$ cat config.mk
export PLATFORM = sky130hd
export DESIGN_NAME = write_ptr_full_ctrl
export DESIGN_NICKNAME = d
export VERILOG_FILES = /design/src/rtl/write_ptr_full_ctrl.sv
export SDC_FILE = /design/constraint.sdc
export NUM_CORES = 1
export LEC_CHECK = 0
export ABC_AREA = 0
export CORE_MARGIN = 2
export CORE_UTILIZATION = 30
export DETAILED_ROUTE_END_ITERATION = 12
export PLACE_DENSITY = 0.58
export SLEW_MARGIN = 25
export SYNTH_ARGS = -nofsm -noshare
export SYNTH_HDL_FRONTEND = slang
export SYNTH_SLANG_ARGS = --single-unit
$ cat constraint.sdc
create_clock -name w_clk_in -period 3.3 [get_ports w_clk_in]
set_clock_uncertainty 0.05 [all_clocks]
set_input_delay 0.66 -clock w_clk_in [delete_from_list [all_inputs] [get_ports w_clk_in]]
set_output_delay 0.66 -clock w_clk_in [all_outputs]
set_load 0.005 [all_outputs]
$ cat src/rtl/write_ptr_full_ctrl.sv
// Write-side pointer and flag controller for an async FIFO.
// Owns the binary/Gray write pointer and produces full, almost-full, level and sticky overflow.
module write_ptr_full_ctrl #(
    parameter int ADDR_WIDTH = 3,
    parameter int AF_THRESH  = 6
) (
    input  logic                  w_clk_in,
    input  logic                  w_reset_in,
    input  logic                  w_request_in,
    input  logic [ADDR_WIDTH:0]   r_ptr_gray_sync_in,
    output logic                  w_en_out,
    output logic [ADDR_WIDTH-1:0] w_addr_out,
    output logic [ADDR_WIDTH:0]   w_ptr_gray_out,
    output logic                  ctrl_full_out,
    output logic                  ctrl_almost_full_out,
    output logic [ADDR_WIDTH:0]   w_level_out,
    output logic                  w_overflow_out
);

    localparam int PW = ADDR_WIDTH + 1;
    localparam logic [PW-1:0] AF_LEVEL = PW'(AF_THRESH);

    typedef enum logic [1:0] {
        ST_NORMAL = 2'd0,
        ST_ALMOST = 2'd1,
        ST_FULL   = 2'd2
    } flag_state_t;

    flag_state_t   state_q, state_d;
    logic [PW-1:0] w_bin_q, w_bin_d;
    logic [PW-1:0] w_gray_q, w_gray_d;
    logic [PW-1:0] level_q, level_d;
    logic          overflow_q, overflow_d;
    logic [PW-1:0] r_bin;
    logic [PW-1:0] full_match;
    logic          full_d;
    logic          af_d;
    logic          w_en;

    // Each binary bit is the XOR of all Gray bits at or above it.
    genvar gi;
    generate
        for (gi = 0; gi < PW; gi++) begin : g_gray2bin
            assign r_bin[gi] = ^r_ptr_gray_sync_in[ADDR_WIDTH:gi];
        end
    endgenerate

    // The write pointer is exactly one lap ahead when its two MSBs are inverted in Gray form.
    assign full_match = {~r_ptr_gray_sync_in[ADDR_WIDTH:ADDR_WIDTH-1],
                         r_ptr_gray_sync_in[ADDR_WIDTH-2:0]};

    assign ctrl_full_out = (state_q == ST_FULL);
    assign w_en          = w_request_in & ~ctrl_full_out & ~w_reset_in;

    always_comb begin
        w_bin_d    = w_bin_q + {{ADDR_WIDTH{1'b0}}, w_en};
        w_gray_d   = w_bin_d ^ (w_bin_d >> 1);
        full_d     = (w_gray_d == full_match);
        level_d    = w_bin_d - r_bin;
        af_d       = (level_d >= AF_LEVEL);
        overflow_d = overflow_q | (w_request_in & ctrl_full_out);
        state_d    = state_q;
        case (state_q)
            ST_NORMAL: begin
                if (full_d)    state_d = ST_FULL;
                else if (af_d) state_d = ST_ALMOST;
            end
            ST_ALMOST: begin
                if (full_d)     state_d = ST_FULL;
                else if (!af_d) state_d = ST_NORMAL;
            end
            ST_FULL: begin
                if (!full_d) state_d = af_d ? ST_ALMOST : ST_NORMAL;
            end
            default: state_d = ST_NORMAL;
        endcase
    end

    always_ff @(posedge w_clk_in) begin
        if (w_reset_in) begin
            state_q    <= ST_NORMAL;
            w_bin_q    <= '0;
            w_gray_q   <= '0;
            level_q    <= '0;
            overflow_q <= 1'b0;
        end else begin
            state_q    <= state_d;
            w_bin_q    <= w_bin_d;
            w_gray_q   <= w_gray_d;
            level_q    <= level_d;
            overflow_q <= overflow_d;
        end
    end

    assign w_en_out             = w_en;
    assign w_addr_out           = w_bin_q[ADDR_WIDTH-1:0];
    assign w_ptr_gray_out       = w_gray_q;
    assign ctrl_almost_full_out = (state_q != ST_NORMAL);
    assign w_level_out          = level_q;
    assign w_overflow_out       = overflow_q;

endmodule

==> impl_metrics.ini, run 1 <==
[status]
run_status = complete, no violations

[clock_network]
ctsHoldBuffers = 0
cts_root_buffer = clkbuf_4
htreeDepth = 1
cts_sinks = 14
clock_tree_from_tritoncts = done
cts_buffer_depth = 2
cts_setup_buffers = 0
cts_made_buffers = 3
cts.repair.resized = 0
insertion_delay_ns = 0.28
clock_transition_at_path_regs_ns = 0.08

[power_and_ir_drop]
power_density_mw_per_mm2 = 414
power.share.sequential_pct = 45.9
p_switching_mw = 0.115
max-vdd-ir-drop_uv = 237
p_clk_share_pct = 23.1
power.static_leakage_nw = 0.452
netSwitchingFraction_pct = 27.4
share_comb_of_total_power_pct = 30.9
cell_internal_pwr_mw = 0.304

[route]
drt_iter0_drc = 5
postRouteAntennaNets = 0
met2_length_um = 639
via_per_inst = 4.44
postRouteWirelength_um = 1340
routed_wire_length_per_instance_um = 10.4
route.top_layer_used = met4
drcViolationCount = 0
drt_pass1_iterations = 4
drt-met1-wl_um = 576
detailroute.wirelength.met3_um = 74
detailroute.via_count = 573

[critical_path]
critical_path.startpoint_type = input port
worstPathArrival_ns = 3.05
path_max_fanout = 3
end_kind = flip-flop
timing.critical_path.required_ns = 3.43
critical_path.max_stage_delay_ns = 0.47
ordered_cell_list_for_the_critical_path = clkdlybuf4s50_1 > nor3b_1 > ha_1 > ha_1 > xnor2_1 > inv_1 > ha_1 > o211a_1 > nor3_2 > xor2_1 > a21oi_1
cpMostUsedCell = ha_1
crit_slowest_cell = clkdlybuf4s50_1
worst_setup_path_class = in -> reg

[final_layout]
multi_input_area_um2 = 427
post-route-util_pct = 44.9
layout.area.seq_um2 = 280
final_cell_mix = 21 x clkdlybuf4s50_1, 16 x nor2_1, 14 x dfxtp_1
mostFrequentLayoutCell = clkdlybuf4s50_1
layout-area-overhead-vs-synth_pct = 39.5
num-fill-cells = 248
post-route-cell-area_mm2 = 0.00101
antenna_cells = 0
drive_above_1_share_pct = 10.9
finalNetCount = 116

[timing]
worstMarginPinSlew_ns = 0.369
rsz0062_at_grt = no
worst_slack_ns = 0.379
setup_violations = 0
period_needed_ns = 2.92
achievable-frequency_ghz = 0.342
maxSlewHeadroom_pct = 75.4
hold_viol_final = 0
fin_setup_tns_ns = 0
report.final.slew_viol_count = 0
final_clock_period_utilization_by_the_worst_path_pct = 88.5

[die]
dieArea_mm2 = 0.00283
chipWidth_um = 53.2
core_region_area_mm2 = 0.00225
initial_core_util_pct = 32.2
die_height_um = 53.2
io_pins = 22
placement_rows = 17

[synth]
syn_warnings = 0
synth_nets = 88
postSynthAreaPerCell_um2 = 9.68
ys_seq_area_share_pct = 38.6
netlist_area_before_placement_um2 = 726
post_synth_num_cell_types = 21
synth_cells = 75
synth.ff_latch_count = 14

[global_routing]
grt_antenna_before_repair = 0
grt_max_degree = 14
groute.usage.overall_pct = 12.4
global_route.overflow_total = 0
first_global_vias = 585
global_route_wire_length_before_repair_um = 2430

[place]
pre_cts_slack_ns = 0.0363
dpl.hpwl_um = 1110
portBuffers = 21
routabilityCongestion = 0.689
placed_area_um2 = 990

[min_path]
hold_class = reg -> reg

[job]
max_cap_viols = 0
==> worst max-delay path: cells and delay by family <==
family	cells	cell delay, ns
fa+ha+maj	3	0.74
buf+inv	2	0.54
simple gates	2	0.51
xor+xnor	2	0.36
compound gates	2	0.24
==> synthesized netlist by cell type <==
library cell | instances | area, um2
a21boi_1 | 1 | 7.51
nor2_1 | 16 | 60.1
a31o_2 | 1 | 8.76
or2_2 | 1 | 6.26
or2_1 | 1 | 6.26
nor3_2 | 1 | 10.0
xnor2_1 | 10 | 87.6
nand3_1 | 2 | 10.0
dfxtp_1 | 14 | 280
a21o_1 | 1 | 7.51
xor2_1 | 7 | 61.3
xnor3_2 | 1 | 23.8
o211a_1 | 1 | 10.0
nor2b_1 | 1 | 6.26
nand3b_1 | 1 | 7.51
ha_1 | 6 | 75.1
inv_1 | 4 | 15.0
xnor2_2 | 1 | 16.3
a21oi_1 | 3 | 15.0
clkbuf_1 | 1 | 3.75
nor3b_1 | 1 | 7.51
==> flip-flops by register name, summed over array words and instances, names as in the netlist <==
signal,flops
w_bin_q,4
w_level_out,4
state_q,2
w_ptr_gray_out,3
w_overflow_out,1
==> worst paths after layout <==
check,from,endpoint,slack [ns],cells after the start
min,w_overflow_out,w_overflow_out,0.42,2
max reg2reg,state_q[1],state_q[0],0.76,11
min reg2reg,w_overflow_out,w_overflow_out,0.42,2
max,w_request_in,state_q[0],0.38,11
==> routing by layer <==
layer / up-vias / global-route usage, %
met5: - / 0
met4: 0 / 8.97
met3: 5 / 2.82
met2: 19 / 21.3
met1: 253 / 13.3
li1: 296 / -
==> power groups by stage <==
stage                     Clock (mW)  Combinational [mW]  Sequential (mW)
final                         0.0971               0.130            0.193
after global routing           0.109               0.149            0.195
after CTS                      0.102               0.133            0.193
after detailed placement           0               0.132            0.197
after global placement             0               0.132            0.196
after floorplan                    0              0.0718            0.198
==> cell type report <==
| type | count | area share, % |
|---|---|---|
| clock buffers | 3 | 2.22 |
| inverters | 4 | 1.48 |
| multi-input cells | 56 | 42.2 |
| flip-flops and latches | 14 | 27.7 |
| well taps | 28 | 3.46 |
| repair buffers | 24 | 23.0 |
==> metrics by stage <==
| stage | cells | hold WS, ns | power [mW] |
|---|---|---|---|
| 2_1_floorplan | 75 | 0.410 | 0.270 |
| 3_3_place_gp | 126 | 0.404 | 0.328 |
| 3_5_place_dp | 126 | 0.409 | 0.329 |
| 4_1_cts | 129 | 0.428 | 0.428 |
| 5_1_grt | 129 | 0.481 | 0.453 |
| 6_report | 129 | 0.421 | 0.419 |
==> cell families (layout without fill, tap and decap cells) <==
| kind of cell | count (synthesis) | count (layout) | synth area share, % |
|---|---|---|---|
| simple gates | 24 | 24 | 15.7 |
| fa+ha+maj | 6 | 6 | 10.3 |
| xor+xnor | 19 | 19 | 26.0 |
| compound gates | 7 | 7 | 6.72 |
| buf+inv | 5 | 31 | 2.59 |
| flops | 14 | 14 | 38.6 |
No activity file was read; power rests on OpenSTA's default activity.
==> run 2, diff against run 1 <==
ABC_AREA = not set   (was 0)
SETUP_SLACK_MARGIN = 0.05   (was not set)
==> results of run 2 <==
The final DEF is identical to that of run 1; final timing and power are the same.
==> run 3, diff against run 2 <==
clock period = 2.7 ns   (was 3.3 ns; I/O delays follow)
==> impl_metrics.ini, run 3 (synthesis gave the netlist of run 1 again) <==
[final_layout]
layout-area-overhead-vs-synth_pct = 60.3
finalNetCount = 129
antenna_cells = 0
multi_input_area_um2 = 475
post-route-util_pct = 51.6
final_cell_mix = 19 x clkdlybuf4s50_1, 16 x nor2_1, 16 x buf_4
finalNonFillerCells = 142
post-route-cell-area_mm2 = 0.00116
drive_above_1_share_pct = 27.2
mostFrequentLayoutCell = clkdlybuf4s50_1
num-fill-cells = 215
layout.area.seq_um2 = 280

[route]
detailroute.via_count = 628
routed_wire_length_per_instance_um = 10.7
via_per_inst = 4.42
postRouteAntennaNets = 0
drcViolationCount = 0
drt_iter0_drc = 1
drt_pass1_iterations = 2
postRouteWirelength_um = 1520

[min_path]
hold_class = reg -> reg
min-delay-start = w_overflow_out

[power_and_ir_drop]
power_density_mw_per_mm2 = 476
power.static_leakage_nw = 0.525
post-layout-total-power_mw = 0.554
max-vdd-ir-drop_uv = 299

[status]
run_status = complete, no violations

[global_routing]
global_route_wire_length_before_repair_um = 2480
grt_antenna_before_repair = 0
global_route.overflow_total = 0
groute.usage.overall_pct = 12.4
grt_max_degree = 14
first_global_vias = 602

[die]
placement_rows = 17
chipWidth_um = 53.2
core_region_area_mm2 = 0.00225
initial_core_util_pct = 32.2
die_height_um = 53.2
dieArea_mm2 = 0.00283
io_pins = 22

[timing]
rsz0062_at_grt = no
final.hold.worst_slack_ns = 0.442
achievable-frequency_ghz = 0.398
setup_violations = 0
final_clock_period_utilization_by_the_worst_path_pct = 93.0
hold_viol_final = 0
report.final.slew_viol_count = 0
period_needed_ns = 2.51
worstMarginPinSlew_ns = 0.306
maxSlewHeadroom_pct = 79.6

[clock_network]
clock_tree_from_tritoncts = done
htreeDepth = 1
insertion_delay_ns = 0.27
clock_transition_at_path_regs_ns = 0.07
cts_sinks = 14
cts_buffer_depth = 2
cts_root_buffer = clkbuf_4
ctsHoldBuffers = 0
cts_setup_buffers = 0
cts_made_buffers = 3

[critical_path]
critical_path.startpoint_type = input port
worst-r2r-cell-count = 11
end_kind = flip-flop
worst-r2r-setup-slack_ns = 0.33
critPathLaunch = r_ptr_gray_sync_in[1]
worst_setup_path_class = in -> reg
r2r_end = state_q[0]
path_max_fanout = 3
timing.critical_path.required_ns = 2.81
timing.critical_path.to = state_q[0]
worstPathArrival_ns = 2.62
r2r-start = state_q[1]

[job]
max_cap_viols = 0

[place]
placed_area_mm2 = 0.00109
placed_cells = 139
dpl.hpwl_um = 1180
portBuffers = 21
routabilityCongestion = 0.777
-- run 3: cell count changes in the layout (fill, tap and decap cells not counted), moves of 2 or more --
cell             previous run  this run
buf_4                       3        16
clkdlybuf4s50_1            21        19
dlymetal6s2s_1              0         2
ha_1                        6         2
ha_2                        0         2
ha_4                        0         2
-- run 3: final cells by class --
class	count	area share (%)
well taps	28	3.01
inverters	4	1.29
flip-flops and latches	14	24.1
multi-input cells	56	40.9
clock buffers	3	1.94
repair buffers	37	28.8
-- run 3: repair_timing --
| action | CTS | global route |
|---|---|---|
| pin swaps | 1 | 6 |
| setup endpoints to repair | 2 | 2 |
| gates resized for setup | 1 | 10 |
-- run 3: routing by layer --
metal	routed length, um	global-route usage, %	part of all wire [%]
met5	0	0	0
met4	42	7.69	2.8
met2	806	21.3	53
met1	606	14.3	40
met3	69	1.69	4.5
-- run 3: worst max-delay path, stage by stage --
cell and delay [ns]:
clkdlybuf4s50_1 0.48, xnor3_2 0.45, xnor2_1 0.18, ha_2 0.22, nor2_1 0.05, o211a_1 0.22, nor3_2 0.21, xor2_1 0.20
a21oi_1 0.08
-- run 3: worst min path at each step --
stage / to / slack (ns) / depth (start not counted)
after floorplan: w_overflow_out / 0.41 / 2
after global placement: w_overflow_out / 0.41 / 2
final: w_overflow_out / 0.44 / 2
after CTS: w_overflow_out / 0.44 / 2
after global routing: w_overflow_out / 0.49 / 2
after detailed placement: w_overflow_out / 0.42 / 2
-- run 3: stage by stage --
stage,setup slack [ns],TNS [ns]
finish,0.189,0
global route,0.0380,0
CTS,0.0528,0
detailed placement,-0.356,-0.958
global placement,-0.282,-0.721
floorplan,0.116,0
-- run 3: report_power, final --
part / switching, mW / internal, mW
Sequential: 0.00861 / 0.227
Clock: 0.0621 / 0.0516
Combinational: 0.0759 / 0.128
